**src/rtl/vga_pkg.sv**
```systemverilog
// -----------------------------------------------------------------------------
// vga_pkg
// Shared defaults for the VGA circle renderer and the circle-entry record.
//   COORD_W_DEF  : width of pixel coordinates and circle geometry
//   COLOR_W_DEF  : bits per colour component
//   V_ACTIVE_DEF : active lines, used to flip y into Cartesian orientation
//   circle_entry_t : {en, cx, cy, r, color} at the default widths
// -----------------------------------------------------------------------------
package vga_pkg;

    localparam int unsigned COORD_W_DEF  = 10;
    localparam int unsigned COLOR_W_DEF  = 4;
    localparam int unsigned V_ACTIVE_DEF = 480;

    typedef struct packed {
        logic                     en;
        logic [COORD_W_DEF-1:0]   cx;
        logic [COORD_W_DEF-1:0]   cy;
        logic [COORD_W_DEF-1:0]   r;
        logic [3*COLOR_W_DEF-1:0] color;
    } circle_entry_t;

endpackage

```
**src/rtl/circle_dist_pipe.sv**
```systemverilog
// -----------------------------------------------------------------------------
// circle_dist_pipe
// Three-stage inside-circle test for one channel.
//   S1: signed dx = x - cx, dy = y - cy
//   S2: dx^2, dy^2
//   S3: inside = en && (dx^2 + dy^2 <= r^2), full width, no overflow
// Ports:
//   clk, rst_n      : clock, asynchronous active-low reset
//   i_x, i_y        : Cartesian pixel coordinate
//   i_cx, i_cy, i_r : circle centre and radius (active entry)
//   i_en            : channel enable (active entry)
//   o_inside        : registered S3 result
// -----------------------------------------------------------------------------
module circle_dist_pipe
    import vga_pkg::*;
#(
    parameter int unsigned COORD_W = COORD_W_DEF
) (
    input  logic               clk,
    input  logic               rst_n,
    input  logic [COORD_W-1:0] i_x,
    input  logic [COORD_W-1:0] i_y,
    input  logic [COORD_W-1:0] i_cx,
    input  logic [COORD_W-1:0] i_cy,
    input  logic [COORD_W-1:0] i_r,
    input  logic               i_en,
    output logic               o_inside
);

    localparam int unsigned DW   = COORD_W + 1;
    localparam int unsigned SQW  = 2 * COORD_W + 2;
    localparam int unsigned SUMW = 2 * COORD_W + 3;

    logic signed [DW-1:0]  r_dx, r_dy;
    logic signed [SQW-1:0] w_dx_ext, w_dy_ext;
    logic [SQW-1:0]        r_dx2, r_dy2;
    logic [SUMW-1:0]       w_sum, w_r_ext, w_r2;
    logic                  r_inside;

    assign w_dx_ext = {{(SQW-DW){r_dx[DW-1]}}, r_dx};
    assign w_dy_ext = {{(SQW-DW){r_dy[DW-1]}}, r_dy};
    assign w_sum    = {1'b0, r_dx2} + {1'b0, r_dy2};
    assign w_r_ext  = {{(SUMW-COORD_W){1'b0}}, i_r};
    assign w_r2     = w_r_ext * w_r_ext;

    always_ff @(posedge clk or negedge rst_n) begin
        if (!rst_n) begin
            r_dx     <= '0;
            r_dy     <= '0;
            r_dx2    <= '0;
            r_dy2    <= '0;
            r_inside <= 1'b0;
        end else begin
            r_dx     <= $signed({1'b0, i_x}) - $signed({1'b0, i_cx});
            r_dy     <= $signed({1'b0, i_y}) - $signed({1'b0, i_cy});
            r_dx2    <= w_dx_ext * w_dx_ext;
            r_dy2    <= w_dy_ext * w_dy_ext;
            // Radius and enable are read live; entries only change on
            // frame_start, which arrives during blanking.
            r_inside <= i_en && (w_sum <= w_r2);
        end
    end

    assign o_inside = r_inside;

endmodule

```
**src/rtl/vga_multi_circle.sv**
```systemverilog
// -----------------------------------------------------------------------------
// vga_multi_circle
// Draws up to NUM_CIRCLES filled circles over a background colour.
// Configuration is written into shadow entries and promoted to the active
// set on frame_start, so a frame never shows a half-updated configuration.
// Fixed 4-cycle latency, one pixel per clock.
// Ports:
//   clk, rst_n              : pixel clock, asynchronous active-low reset
//   pos_h, pos_v, blank     : pixel position, high = active region
//   frame_start             : promotes shadow entries to active
//   cfg_we, cfg_idx, cfg_*  : shadow entry write port
//   red, green, blue        : registered colour
//   hit, hit_idx            : pixel inside an enabled circle, winning channel
// -----------------------------------------------------------------------------
module vga_multi_circle
    import vga_pkg::*;
#(
    parameter int unsigned           NUM_CIRCLES = 4,
    parameter int unsigned           COORD_W     = COORD_W_DEF,
    parameter int unsigned           COLOR_W     = COLOR_W_DEF,
    parameter int unsigned           V_ACTIVE    = V_ACTIVE_DEF,
    parameter logic [3*COLOR_W-1:0]  BG_COLOR    = '1
) (
    input  logic                   clk,
    input  logic                   rst_n,
    input  logic [COORD_W-1:0]     pos_h,
    input  logic [COORD_W-1:0]     pos_v,
    input  logic                   blank,
    input  logic                   frame_start,
    input  logic                   cfg_we,
    input  logic [2:0]             cfg_idx,
    input  logic                   cfg_en,
    input  logic [COORD_W-1:0]     cfg_cx,
    input  logic [COORD_W-1:0]     cfg_cy,
    input  logic [COORD_W-1:0]     cfg_r,
    input  logic [3*COLOR_W-1:0]   cfg_color,
    output logic [COLOR_W-1:0]     red,
    output logic [COLOR_W-1:0]     green,
    output logic [COLOR_W-1:0]     blue,
    output logic                   hit,
    output logic [2:0]             hit_idx
);

    localparam int unsigned CW = 3 * COLOR_W;
    localparam logic [COORD_W-1:0] V_ACT = COORD_W'(V_ACTIVE);

    // Same shape as vga_pkg::circle_entry_t, sized by this instance.
    typedef struct packed {
        logic               en;
        logic [COORD_W-1:0] cx;
        logic [COORD_W-1:0] cy;
        logic [COORD_W-1:0] r;
        logic [CW-1:0]      color;
    } entry_t;

    entry_t                 r_shadow [NUM_CIRCLES];
    entry_t                 r_active [NUM_CIRCLES];
    entry_t                 w_cfg;
    logic [COORD_W-1:0]     w_x, w_y;
    logic [2:0]             r_blank;  // blank aligned to S1, S2, S3
    logic [NUM_CIRCLES-1:0] w_inside;
    logic                   w_hit;
    logic [2:0]             w_idx;
    logic [CW-1:0]          w_color;
    logic [CW-1:0]          r_rgb;
    logic                   r_hit;
    logic [2:0]             r_hit_idx;

    assign w_x   = pos_h;
    assign w_y   = V_ACT - pos_v;  // wraps modulo 2^COORD_W
    assign w_cfg = '{en: cfg_en, cx: cfg_cx, cy: cfg_cy, r: cfg_r, color: cfg_color};

    // Active copies the pre-edge shadow, so a write coinciding with
    // frame_start waits for the following frame.
    always_ff @(posedge clk or negedge rst_n) begin
        if (!rst_n) begin
            for (int i = 0; i < NUM_CIRCLES; i++) begin
                r_shadow[i] <= '0;
                r_active[i] <= '0;
            end
        end else begin
            for (int i = 0; i < NUM_CIRCLES; i++) begin
                if (frame_start) r_active[i] <= r_shadow[i];
                if (cfg_we && cfg_idx == 3'(i)) r_shadow[i] <= w_cfg;
            end
        end
    end

    for (genvar g = 0; g < NUM_CIRCLES; g++) begin : g_chan
        circle_dist_pipe #(
            .COORD_W(COORD_W)
        ) u_pipe (
            .clk     (clk),
            .rst_n   (rst_n),
            .i_x     (w_x),
            .i_y     (w_y),
            .i_cx    (r_active[g].cx),
            .i_cy    (r_active[g].cy),
            .i_r     (r_active[g].r),
            .i_en    (r_active[g].en),
            .o_inside(w_inside[g])
        );
    end

    // Scan high to low so the lowest-index hit is the last assignment.
    always_comb begin
        w_hit   = 1'b0;
        w_idx   = '0;
        w_color = '0;
        for (int i = int'(NUM_CIRCLES) - 1; i >= 0; i--) begin
            if (w_inside[i]) begin
                w_hit   = 1'b1;
                w_idx   = 3'(i);
                w_color = r_active[i].color;
            end
        end
    end

    always_ff @(posedge clk or negedge rst_n) begin
        if (!rst_n) begin
            r_blank   <= '0;
            r_rgb     <= '0;
            r_hit     <= 1'b0;
            r_hit_idx <= '0;
        end else begin
            r_blank <= {r_blank[1:0], blank};
            if (!r_blank[2]) begin
                r_rgb     <= '0;
                r_hit     <= 1'b0;
                r_hit_idx <= '0;
            end else if (w_hit) begin
                r_rgb     <= w_color;
                r_hit     <= 1'b1;
                r_hit_idx <= w_idx;
            end else begin
                r_rgb     <= BG_COLOR;
                r_hit     <= 1'b0;
                r_hit_idx <= '0;
            end
        end
    end

    assign red     = r_rgb[CW-1 -: COLOR_W];
    assign green   = r_rgb[2*COLOR_W-1 -: COLOR_W];
    assign blue    = r_rgb[COLOR_W-1:0];
    assign hit     = r_hit;
    assign hit_idx = r_hit_idx;

endmodule
```
**config.mk**
```make
export PLATFORM = sky130hd
export DESIGN_NAME = vga_multi_circle
export DESIGN_NICKNAME = d
export VERILOG_FILES = /design/src/rtl/vga_pkg.sv /design/src/rtl/circle_dist_pipe.sv /design/src/rtl/vga_multi_circle.sv
export SDC_FILE = /design/constraint.sdc
export NUM_CORES = 2
export LEC_CHECK = 0
export ABC_CLOCK_PERIOD_IN_PS = 8910
export BUFFER_PORTS_ARGS = -buffer_cell sky130_fd_sc_hd__buf_2
export CORE_ASPECT_RATIO = 1.25
export CORE_MARGIN = 10
export CORE_UTILIZATION = 23
export CTS_CLUSTER_SIZE = 12
export DETAILED_ROUTE_END_ITERATION = 10
export GPL_TIMING_DRIVEN = 0
export PLACE_DENSITY = 0.33
export SYNTH_ARGS = -nofsm -noshare
export SYNTH_HDL_FRONTEND = slang
export SYNTH_SLANG_ARGS = --single-unit
```
**constraint.sdc**
```tcl
create_clock -name clk -period 8.91 [get_ports clk]
set_input_delay 0.891 -clock clk [delete_from_list [all_inputs] [get_ports clk]]
set_output_delay 0.891 -clock clk [all_outputs]
set_load 0.05 [all_outputs]
```
# --- Word-level counts from Yosys, hierarchy flattened ---
# Index checks and enable logic that the tools add are counted.
# Widths: inputs -> output; s select.
totals:
  inputBits: 71
  regBits: 631
  word_cells: 123
  output_inout_bits: 16
classes:
  multipliers: 12
  muxes: 18
  reduce_logical: 9
  eq_ne: 3
  magnitude_cmp: 4
  n_addsub: 13
ops:
  columns: ["cell", "n"]
  rows:
  - ["$mul 11x11->22", 8]
  - ["$add 22x22->23", 4]
  - ["$le 23x23->1", 4]
  - ["$sub 10x10->11", 8]
  - ["$mul 10x10->20", 4]
  - ["$mux 12", 6]
  - ["$mux 3", 5]
  - ["$sub 9x10->10 const A", 1]
  - ["$logic_and 1x1->1", 8]
  - ["$eq 3x2->1 const B", 2]
  - ["$mux 1", 6]
  - ["$eq 3x1->1 const B", 1]
  - ["$logic_not 3->1", 1]
  - ["$mux 2", 1]

# --- Depth between registers and ports, before layout ---
depth:
  depth_word: 6
  ltp_mapped: 29
  depth_no_buf: 28

# --- Modules after synthesis ---
# A second synthesis with hierarchy kept.
hier_totals:
  cells_unflattened: 7197
  area_unflattened_um2: 73279.0
by_module_without_submodules:
  columns: ["mod", "cells_each", "n_inst", "area_per_inst_um2", "seq_area_each_um2"]
  rows:
  - ["circle_dist_pipe at g_chan[1].u_pipe", 1590, 1, 14979.4, 1626.6]
  - ["circle_dist_pipe at g_chan[3].u_pipe", 1612, 1, 14944.3, 1626.6]
  - ["circle_dist_pipe at g_chan[0].u_pipe", 1557, 1, 14756.7, 1626.6]
  - ["circle_dist_pipe at g_chan[2].u_pipe", 1550, 1, 14684.1, 1626.6]
  - ["vga_multi_circle", 888, 1, 13914.6, 9058.7]

# --- Worst setup path after synthesis ---
# OpenSTA, ideal clock, no wires.
synth_timing:
  kind: "register -> register"
  from: "register r_active[148] in the netlist's numbering"
  to: "register g_chan[0].u_pipe.r_inside"
  required_time_ps: 8785
  path_stages_with_launch: 27
  slack_ps: 2555
  arrival_ps: 6229
  period_less_slack_ps: 6355
  n_path_buf: 2
  path_cell_list: "dfrtp_1 clkbuf_1 and2_1 fa_1 fa_1 inv_1 fa_1 inv_1 fa_1 fa_1 ha_1 buf_2 a21oi_1 inv_1 o311a_1 o31ai_1 a21oi_1 a21oi_1 xor2_1 ha_1 a21oi_1 nor2b_1 o21ai_0 nand2b_1 a21oi_1 o21ai_0 a2111oi_0"
synth_between:
  elab_chain_cells: 3
synth_lines:
  columns: ["element", "line_no", "source"]
  rows:
  - ["start: declaration", "vga_multi_circle.sv:57", "entry_t r_active [NUM_CIRCLES];"]
  - ["start signal: indexed assignment", "vga_multi_circle.sv:83", "if (frame_start) r_active[i] <= r_shadow[i];"]
  - ["$mul 10x10->20", "circle_dist_pipe.sv:44", "assign w_r2 = w_r_ext * w_r_ext;"]
  - ["$le 23x23->1", "circle_dist_pipe.sv:60", "r_inside <= i_en && (w_sum <= w_r2);"]
  - ["$logic_and 1x1->1", "circle_dist_pipe.sv:60", null]
  - ["end signal: assignment", "circle_dist_pipe.sv:60", null]
  - ["end: declaration", "circle_dist_pipe.sv:38", "logic r_inside;"]
# No other way between the ends.
# A chain may end at the register's enable or synchronous reset.

# --- Worst setup path after layout ---
layout_timing:
  from: "register r_active[57] in the netlist's numbering"
  to: "register g_chan[2].u_pipe.r_inside"
layout_between:
  elab_chain_cells: 3
layout_lines:
  columns: ["element", "line_no"]
  rows:
  - ["$mul 10x10->20", "circle_dist_pipe.sv:44"]
  - ["$le 23x23->1", "circle_dist_pipe.sv:60"]
  - ["$logic_and 1x1->1", "circle_dist_pipe.sv:60"]
  - ["end signal: assignment", "circle_dist_pipe.sv:60"]
  - ["end: declaration", "circle_dist_pipe.sv:38"]
# No other way between the ends.

==> reports/results.txt <==
The flow ran to the end, and the final reports show no timing, DRC or antenna violations. The vias after detailed routing came out at 48943. The floorplan step defined a die boundary enclosing 0.340 mm2.

The initialized floorplan defines 231 standard-cell rows. The logs give 81 for the count of different cell masters after synthesis and 23.1% for the starting utilization of the core area. The tools report the global-route total usage across every layer as 12.8%. Once placement completed, the tool counted placed cells totaling 11620.

After detailed routing, the average wire length per cell comes to 18.1 um. The endpoint identified for the worst register-to-register timing path is g_chan[2].u_pipe.o_inside$_DFF_PN0_. In the synthesized netlist the async set-or-reset flop fraction comes to 100%. The first global-routing pass estimated 336000 um of wire. The clock transition at the registers of the reported paths works out to 0.06 ns. The tools report the final max-slew violation count as 0. The top flip-flop cell by instance count after synthesis is sky130_fd_sc_hd__dfrtp_1.

The number of global-route vias before repair was 55303. The logs give 0.0156 mm2 for the area of all sequential standard cells and 0 for the remaining design rule violation count. Leaving out filler cells and counting taps, the final layout contains 11786. Yosys mapped a number of flops with a built-in enable equal to 0. The number of standard cells after synthesis was 7328. Commonest non-fill, non-tap cell in the layout: sky130_fd_sc_hd__inv_1. Cell at the root of the clock tree: sky130_fd_sc_hd__clkbuf_16. Cells with a size suffix above 1 make up 7.43% of the layout. For the finished layout, the period the worst path requires is 8.07 ns. After layout, the worst path uses 90.6% of the clock period. The startpoint-to-endpoint class of the critical path is reg2reg.

After clock tree synthesis, the setup repair step added 0 buffers. In the final design database the tool counted 9397 nets. Setup repair after global routing left no endpoint under its margin.

When the netlist entered floorplanning its net count stood at 9212. The synthesized design contains 622 register bits. For the tightest slew margin relative to the limit, the log shows 11.3%. The TritonCTS buffer count was 84; the synthesized area per cell was 9.96 um2. The endpoint type of the worst setup path is a flip-flop.

Worst min-delay path category: in2async. The critical path goes through clkbuf_1 -> and2_1 -> fa_1 -> fa_1 -> inv_1 -> fa_1 -> inv_1 -> fa_1 -> fa_1 -> ha_1 -> nand3_1 -> a21oi_1 -> o41ai_2 -> a31oi_1 -> nor2_1 -> nor4bb_1 -> nor3_1 -> ha_1 -> and2_1 -> nand4_1 -> nor3_1 -> nand3_1 -> a2111oi_0 -> and3_1. Measured along the x axis, the die boundary spans 524 um.

Among the stages of the critical path, the cell type that occurs most often is sky130_fd_sc_hd__fa_1. The number of cells on the worst reg-to-reg path is 24. STA classifies the critical path startpoint as a flip-flop.

After global routing the overflow that remains totals 0. Across the run, the number of max-cap violations was 0. The run gives 30 as the initial antenna violation count. The arrival time reported for the critical path endpoint was 8.59 ns.

Input and output buffers added on the ports amount to 84. The number of sinks on the clock net was 622; the worst path buffer plus inverter count was 3. After detailed routing, the total wire length is 214000 um. The iteration count of the initial detailed-routing pass is 5. The worst register-to-register path begins at r_active[57]$_DFFE_PN0P_.

The remaining antenna violation count is 0. Summing the sequential cell areas from Yosys gives 21.3% of the chip area. The die is 650 um tall. After detailed routing, the number of vias per cell comes to 4.15. The routability congestion estimate came out at 0.769. Critical path's top delay family: adder cells.

The tools report the CTS H-tree depth as 3. The run gives 0.73 ns as the clock latency of the later-clocked register in the worst-skew pair. Maximum fanout along the worst path: 10.

Violation count after the first detailed-routing iteration: 1689. The floorplan core area is 0.316 mm2, and the maximum single-stage delay on the critical path is 0.77 ns. The multi-input combinational cell area was 0.0511 mm2; the clock skew was 0.0750 ns.

The summed negative setup slack over all endpoints was 0 ns. The number of fill cells is 33919, and the post-cts sizing count is 0. In this run the deepest clock path goes through 3 buffers. TritonCTS built the clock tree. Worst reg-to-reg setup slack: 0.84 ns. The count of hold buffers inserted by post-cts repair was 0; the relative area change from synthesis to final layout was 12.4%. At the worst endpoint, the required time is 9.43 ns.

Number of hold violations in the final report: 0. The cell area that synthesis handed to floorplanning was 0.0730 mm2. The slew at the pin closest to its max-slew limit was 1.33 ns; the number of top-level pins was 87.

The maximum operating frequency was 124 MHz; the warning count from the yosys run was 0. Setup violations remaining at the end of the flow were counted as 0. The top cell types in the final layout, fill and taps aside, are sky130_fd_sc_hd__inv_1, sky130_fd_sc_hd__fa_1, sky130_fd_sc_hd__ha_1. Detailed placement ended at an HPWL of 179000 um.

The cell with the biggest individual delay on the critical path is sky130_fd_sc_hd__and3_1. Entering global routing, the biggest net connects 106 pins.
-- worst max path at each step --
stage | end | startpoint | depth (start not counted)
finish | g_chan[2].u_pipe.o_inside$_DFF_PN0_ | r_active[57]$_DFFE_PN0P_ | 24
floorplan | g_chan[0].u_pipe.o_inside$_DFF_PN0_ | r_active[148]$_DFFE_PN0P_ | 26
CTS | g_chan[2].u_pipe.o_inside$_DFF_PN0_ | r_active[57]$_DFFE_PN0P_ | 24
global route | g_chan[2].u_pipe.o_inside$_DFF_PN0_ | r_active[57]$_DFFE_PN0P_ | 24
global placement | g_chan[2].u_pipe.r_dx2[21]$_DFF_PN0_ | rst_n | 1
detailed placement | g_chan[2].u_pipe.o_inside$_DFF_PN0_ | r_active[57]$_DFFE_PN0P_ | 24
-- per-layer routing --
layer / track usage [%] / part of all wire, % / vias up
met1: 15.2 / 41 / 24768
met5: 0 / 0 / -
li1: - / - / 23514
met3: 1.34 / 2.4 / 200
met4: 3.07 / 2.6 / 0
met2: 24.4 / 54 / 461
-- per-stage QoR --
step                      instance area, um2  hold WS (ns)  util (%)  worst slack (ns)
final                                  82000        0.0981      25.9             0.836
after global routing                   82000        0.0734      25.9             0.243
after CTS                              82000        0.0356      25.9             0.588
after detailed placement               79000         0.343      25.0             0.586
after global placement                 78600         0.344      24.9             -7.95
after floorplan                        73000         0.331         -              2.56
-- flip-flops by register name, summed over array words and instances, names as in the netlist --
name                    flops
g_chan.u_pipe.r_dy         44
hit                         1
r_shadow                  172
r_active                  172
hit_idx                     2
g_chan.u_pipe.r_dx         44
g_chan.u_pipe.o_inside      4
r_rgb                      12
g_chan.u_pipe.r_dy2        84
r_blank                     3
g_chan.u_pipe.r_dx2        84
-- cells in the mapped netlist (29+ instances only) --
cell	count	share of area, %
sky130_fd_sc_hd__a21oi_1	225	1.5
sky130_fd_sc_hd__o21ai_0	240	1.6
sky130_fd_sc_hd__a31oi_1	33	0.28
sky130_fd_sc_hd__nand2b_1	115	0.99
sky130_fd_sc_hd__nand3_1	74	0.51
sky130_fd_sc_hd__a211oi_1	29	0.30
sky130_fd_sc_hd__and3_1	37	0.32
sky130_fd_sc_hd__nand2_1	479	2.5
sky130_fd_sc_hd__and2_1	431	3.7
sky130_fd_sc_hd__nor2b_1	97	0.83
sky130_fd_sc_hd__a21o_1	99	1.0
sky130_fd_sc_hd__fa_1	1039	29
sky130_fd_sc_hd__mux2_2	276	4.3
sky130_fd_sc_hd__nor3_1	81	0.56
sky130_fd_sc_hd__xor2_1	113	1.4
sky130_fd_sc_hd__nor2_1	245	1.3
sky130_fd_sc_hd__inv_1	1482	7.6
sky130_fd_sc_hd__a21boi_0	40	0.41
sky130_fd_sc_hd__ha_1	774	13
sky130_fd_sc_hd__o21a_1	46	0.47
sky130_fd_sc_hd__clkbuf_1	193	0.99
sky130_fd_sc_hd__xnor2_1	259	3.1
sky130_fd_sc_hd__dfrtp_1	622	21
-- area by class of cell --
class | instances | area share, %
clock inverters | 35 | 0.703
flip-flops and latches | 622 | 19.0
clock buffers | 115 | 2.94
plain buffers | 203 | 0.946
inverters | 1482 | 6.78
well taps | 4194 | 6.40
multi-input cells | 5021 | 62.4
repair buffers | 99 | 0.856
diodes | 15 | 0.0458
-- cells by family (layout without fill, tap and decap cells) --
family / count (synthesis) / count (layout) / synth area share [%]
buffers and inverters: 1685 / 1934 / 8.68
adders and majority gates: 1813 / 1813 / 41.8
DFF: 622 / 622 / 21.3
muxes: 279 / 279 / 4.30
AOI/OAI and AO/OA: 895 / 895 / 7.81
and+or+nand+nor: 1661 / 1661 / 11.6
xor gates and xnor gates: 372 / 372 / 4.47
other: 1 / 16 / 0.00514
-- worst register-to-register path: cells and delay by family, from the launching register on --
kind / cells / cell delay (ns)
flip-flops: 1 / 0.51
AND/OR/NAND/NOR: 10 / 2.66
AO/OA/AOI/OAI: 4 / 1.15
adder cells (fa/ha/maj): 7 / 2.99
buffers and inverters: 3 / 0.56
Power is left out: the tool's default activity adds up to more than one toggle a clock period on the data nets, which glitch-free logic cannot reach.
